==> config.mk <==
export PLATFORM = sky130hd
export DESIGN_NAME = shift_seq_ctrl
export DESIGN_NICKNAME = d
export VERILOG_FILES = /design/src/rtl/shift_seq_pkg.sv /design/src/rtl/shift_chain.sv /design/src/rtl/shift_seq_ctrl.sv
export SDC_FILE = /design/constraint.sdc
export NUM_CORES = 1
export LEC_CHECK = 0
export ABC_CLOCK_PERIOD_IN_PS = 5300
export CAP_MARGIN = 10
export CORE_UTILIZATION = 45
export DETAILED_ROUTE_END_ITERATION = 10
export PLACE_DENSITY = 0.71
export REMOVE_ABC_BUFFERS = 1
export SLEW_MARGIN = 15
export SYNTH_ARGS = -nofsm -noshare
export SYNTH_HDL_FRONTEND = slang
export SYNTH_HIERARCHICAL = 1
export SYNTH_SLANG_ARGS = --single-unit
export TNS_END_PERCENT = 100
==> constraint.sdc <==
create_clock -name clk -period 5.3 [get_ports clk]
set_clock_uncertainty 0.05 [all_clocks]
set_input_delay 1.59 -clock clk [delete_from_list [all_inputs] [get_ports clk]]
set_output_delay 1.59 -clock clk [all_outputs]
set_load 0.01 [all_outputs]
==> src/rtl/shift_seq_pkg.sv <==
// Shared types for the serial shift sequencer.
// Build option: SHIFT_SEQ_PARITY_EN adds the PAR bit period (see shift_seq_ctrl).
package shift_seq_pkg;

   typedef enum logic [1:0] {
      IDLE  = 2'd0,
      SHIFT = 2'd1,
      PAR   = 2'd2,
      DONE  = 2'd3
   } shift_seq_state_t;

   // div_cnt width; DIV up to 255 fits.
   localparam int DIV_W = 8;

endpackage

==> src/rtl/shift_chain.sv <==
// Parallel-in, serial-out register: load wins over shift, MSB leaves first.
module shift_chain
   import shift_seq_pkg::*;
#(
   parameter int WIDTH = 8
) (
   input  logic             clk,
   input  logic             rst_n,
   input  logic             load,
   input  logic             shift,
   input  logic [WIDTH-1:0] d,
   output logic             q_msb
);

   logic [WIDTH-1:0] sreg;

   // Load a fresh word, or move the chain one place toward the MSB.
   always_ff @(posedge clk or negedge rst_n) begin
      if (!rst_n)     sreg <= '0;
      else if (load)  sreg <= d;
      else if (shift) sreg <= {sreg[WIDTH-2:0], 1'b0};
   end

   assign q_msb = sreg[WIDTH-1];

endmodule

==> src/rtl/shift_seq_ctrl.sv <==
// Serial shift sequencer: accepts a word on valid/ready, shifts it out MSB first,
// one bit every DIV clocks, with a per-bit strobe and a completion pulse.
// Build option: SHIFT_SEQ_PARITY_EN appends one even-parity bit period (state PAR).
module shift_seq_ctrl
   import shift_seq_pkg::*;
#(
   parameter int WIDTH = 8,
   parameter int DIV   = 4
) (
   input  logic             clk,
   input  logic             rst_n,
   input  logic             in_valid,
   input  logic [WIDTH-1:0] in_data,
   output logic             in_ready,
   input  logic             abort,
   output logic             ser_out,
   output logic             ser_en,
   output logic             busy,
   output logic             done
);

   localparam int               BCW      = $clog2(WIDTH + 1);
   localparam logic [DIV_W-1:0] DIV_LAST = DIV_W'(DIV - 1);
   localparam logic [BCW-1:0]   BIT_LAST = BCW'(WIDTH - 1);

   shift_seq_state_t state, nxt;
   logic [DIV_W-1:0] div_cnt;
   logic [BCW-1:0]   bit_cnt;
   logic             msb;
   logic             load;
   logic             shift_en;
   logic             div_end;
   logic             last_bit;

   assign div_end  = (div_cnt == DIV_LAST);
   assign last_bit = div_end && (bit_cnt == BIT_LAST);

   shift_chain #(.WIDTH(WIDTH)) u_chain (
      .clk   (clk),
      .rst_n (rst_n),
      .load  (load),
      .shift (shift_en),
      .d     (in_data),
      .q_msb (msb)
   );

`ifdef SHIFT_SEQ_PARITY_EN
   logic par_bit;

   // Even parity of the accepted word, sent after the last data bit.
   always_ff @(posedge clk or negedge rst_n) begin
      if (!rst_n)    par_bit <= 1'b0;
      else if (load) par_bit <= ^in_data;
   end
`endif

   // State register.
   always_ff @(posedge clk or negedge rst_n) begin
      if (!rst_n) state <= IDLE;
      else        state <= nxt;
   end

   // Next state and outputs; abort overrides every transition.
   always_comb begin
      nxt      = state;
      in_ready = 1'b0;
      ser_out  = 1'b0;
      ser_en   = 1'b0;
      busy     = 1'b0;
      done     = 1'b0;
      load     = 1'b0;
      shift_en = 1'b0;
      case (state)
         IDLE: begin
            // rst_n gating keeps in_ready low for the whole reset pulse
            in_ready = rst_n && !abort;
            if (in_valid && rst_n && !abort) begin
               load = 1'b1;
               nxt  = SHIFT;
            end
         end
         SHIFT: begin
            ser_out  = msb;
            ser_en   = (div_cnt == '0);
            busy     = 1'b1;
            shift_en = div_end;
`ifdef SHIFT_SEQ_PARITY_EN
            if (last_bit) nxt = PAR;
`else
            if (last_bit) nxt = DONE;
`endif
         end
`ifdef SHIFT_SEQ_PARITY_EN
         PAR: begin
            ser_out = par_bit;
            ser_en  = (div_cnt == '0);
            busy    = 1'b1;
            if (div_end) nxt = DONE;
         end
`endif
         DONE: begin
            done = 1'b1;
            nxt  = IDLE;
         end
         default: nxt = IDLE;
      endcase
      if (abort) nxt = IDLE;
   end

   // Bit-period and bit counters; idle outside the shifting states.
   always_ff @(posedge clk or negedge rst_n) begin
      if (!rst_n) begin
         div_cnt <= '0;
         bit_cnt <= '0;
      end else if (abort || state == IDLE || state == DONE) begin
         div_cnt <= '0;
         bit_cnt <= '0;
      end else if (div_end) begin
         div_cnt <= '0;
         bit_cnt <= bit_cnt + 1'b1;
      end else begin
         div_cnt <= div_cnt + 1'b1;
      end
   end

endmodule

==> flow_summary_export.csv <==
group,metric,value,unit
global_route,grt_pass1_vias,774,
die,die-area,0.002715,mm²
synthesis,ys_seq_area_share,48.73,%
timing,max_clock_freq,214.4,MHz
die,core_area,0.002297,mm²
setup_path,slowest_stage,"clkdlybuf4s50_1",
power,combPwrFrac,11.4,%
synthesis,synthSimpleGateAreaFrac,21.48,%
timing,finalSetupTns,0,ns
setup_path,worstReg2RegEnd,"u_chain/sreg[4]",
synthesis,synth_top_family_by_area,"simple AND/OR/NAND/NOR gates",
setup_path,critPathLaunchType,"input port",
setup_path,criticalPathCategory,"input port to output port",
cells_and_area,antenna_cells,0,
die,initial_utilization,49.18,%
timing,drv_slew,0,
timing,tightest_slew,0.5363,ns
place,hpwl,1545,µm
clock_tree,cts_tree,"built",
setup_path,endpoint_kind,"output port",
clock_tree,clkTransAtPathRegs,0.13,ns
die,rows,17,
cells_and_area,drive_gt1_share,5.263,%
synthesis,ys.flop_type,"dfrtp_1",
synthesis,async_reset_ff_share,100.0,%
cells_and_area,nNetsFinal,149,
synthesis,synth_fa_ha_area_share,3.322,%
clock_tree,cts_buffers,3,
power,peakVddDrop,0.1621,mV
place,io_buffers,16,
worst_hold_path,hold_start,"div_cnt[0]",
timing,hold_viol_final,0,
synthesis,syn-instance-count,117,
synthesis,ys_types,31,
timing,rsz0062_at_grt,"false",
worst_hold_path,whs_path_depth,1,
power,p_int,0.0002799,W
cells_and_area,multi_input_area,518.0,µm²
setup_path,cp.required,3.66,ns
synthesis,synth_edf_count,0,
drt,viasPerCell,5.509,
job,max-cap-violations,0,
place,gp_congestion,0.7421,
power,cellLeakagePower,0.5446,nW
synthesis,ys_seq_elements,22,
setup_path,critPathBufInv,2,
timing,fin_crit_sh,87.99,%
clock_tree,postCtsSetupBuffers,0,
timing,relSlewSlack,64.25,%
cells_and_area,fin_util,58.77,%
power,netSwitchingPower,0.00008148,W
timing,period_needed,4.664,ns
global_route,grt_pass1_wl,3422,µm
drt,dr.pass1.iters,4,
timing,setup_violations,0,
global_route,antenna_found_initial,0,
synthesis,yosysWarnings,6,
clock_tree,cts_sinks,22,
cells_and_area,regArea,550.5,µm²
power,clock_power_share,36.1,%
clock_tree,cts_buffer_depth,2,
worst_hold_path,holdCritPathClass,"register to register",
drt,wl_per_cell,13.01,µm
setup_path,crit_family,"buffers and inverters",
drt,dr_total_vias,887,
synthesis,synthMuxAreaShare,7.087,%
synthesis,avgSynthCellArea,9.657,µm²
power,swShare,22.55,%
setup_path,crit_chain,"clkdlybuf4s50_1 -> nor4b_1 -> clkdlybuf4s50_1",
drt,route.detailed.drc,0,
setup_path,cp_max_fo,2,
timing,whs,0.4947,ns
drt,ant_nets,0,
die,die_w,52.11,µm
drt,routed_wl,2095,µm
power,powerDensity,267.7,mW/mm²
die,pin_count,17,
synthesis,synth-xor-area-share,2.326,%
synthesis,synth_compound_area_share,11.63,%
clock_tree,h-tree-depth,1,
worst_hold_path,hold_path_end,"div_cnt[0]",
clock_tree,cts_hold_buffers,0,
setup_path,reg2reg_depth,6,
cells_and_area,syn_to_final_growth,19.49,%
cells_and_area,fillers,218,
run_status,status,"complete, no violations",
setup_path,arrival,3.02,ns
clock_tree,root_buffer,"clkbuf_4",
power,seqPwrFrac,52.4,%
global_route,grt_max_degree,23,
clock_tree,cts_resized,0,
clock_tree,clock_latency,0.32,ns
drt,first_iter_violations,11,
setup_path,crit_top_cell,"clkdlybuf4s50_1",
setup_path,r2r_slack,3.02,ns
setup_path,cpPeakStageDelay,0.61,ns
global_route,track_usage,17.65,%
die,die_h,52.11,µm
global_route,grt-ovfl-total,0,
synthesis,synthesis.area,0.001130,mm²
setup_path,r2r_start,"div_cnt[0]",
-- layer usage --
metal | global-route usage, % | part of all wire, % | up-vias
li1 | - | - | 441
met1 | 22.71 | 46 | 433
met2 | 27.56 | 51 | 9
met3 | 2.632 | 2.3 | 4
met4 | 10.81 | 1.5 | 0
met5 | 0 | 0 | -
-- worst max path at each step --
stage,end,from,cells after the start,slack [ns]
2_1_floorplan,in_ready,abort,1,1.59
3_3_place_gp,in_ready,rst_n,3,0.70
3_5_place_dp,in_ready,rst_n,3,0.63
4_1_cts,in_ready,rst_n,3,0.63
5_1_grt,in_ready,rst_n,3,0.60
6_report,in_ready,rst_n,3,0.64
-- registers in the layout, summed over array words and instances, names as in the netlist --
register      flops
div_cnt           8
state             2
u_chain/sreg      8
bit_cnt           4
-- stage by stage --
step | setup WS [ns] | instance area (µm²) | cells | total power (W)
after floorplan | 1.585 | 1095 | 112 | 0.0002115
after global placement | 0.6970 | 1297 | 157 | 0.0002328
after detailed placement | 0.6312 | 1297 | 157 | 0.0002354
final | 0.6363 | 1350 | 161 | 0.0003614
after global routing | 0.6002 | 1350 | 161 | 0.0003787
after CTS | 0.6342 | 1350 | 161 | 0.0003651
-- cells in the mapped netlist, types with 2 or more instances --
master    number  share of area (%)
a21oi_1        7                3.1
and2_1         4                2.2
and4_1         2                1.6
buf_6          2                2.0
clkbuf_1       2               0.66
dfrtp_1       22                 49
ha_1           3                3.3
inv_1          7                2.3
mux2i_1        8                7.1
nand2_1       11                3.7
nand3_1        7                3.1
nand4_1        2                1.1
nor2_1         6                2.0
o21ai_0        6                2.7
o21ai_1        7                3.1
or3_1          3                1.7
or4_1          2                1.3
xor2_1         3                2.3
-- power by group through the flow --
stage	Clock [W]	Combinational, W	Sequential, W
detailed placement	0	0.0000421	0.000193
global route	0.000141	0.0000463	0.000191
global placement	0	0.0000406	0.000192
finish	0.000131	0.0000413	0.000190
floorplan	0	0.0000211	0.000190
CTS	0.000133	0.0000422	0.000190
-- cells by family (layout without fill, tap and decap cells) --
group,after synthesis,in the layout
AOI/OAI and AO/OA,24,24
adders and majority gates,3,3
muxes,8,8
buffers and inverters,12,28
xor gates and xnor gates,3,3
DFF,22,22
and+or+nand+nor,45,45
-- final cells by class --
type / count / share of cell area (%)
Clock inverter: 1 / 2.224
Timing Repair Buffer: 17 / 12.42
Clock buffer: 3 / 1.668
Inverter: 7 / 1.946
Sequential cell: 22 / 40.78
Tap cell: 28 / 2.595
Multi-Input combinational cell: 83 / 38.37
-- cells in the final DEF, fill, tap and decap left out, drive strengths merged, types with 6 or more instances in the layout --
cell           count
nor2               6
o21ai             13
dfrtp             22
nand3              7
mux2i              8
inv                7
clkdlybuf4s50     16
a21oi              7
nand2             11
No activity file was read; power rests on OpenSTA's default activity.
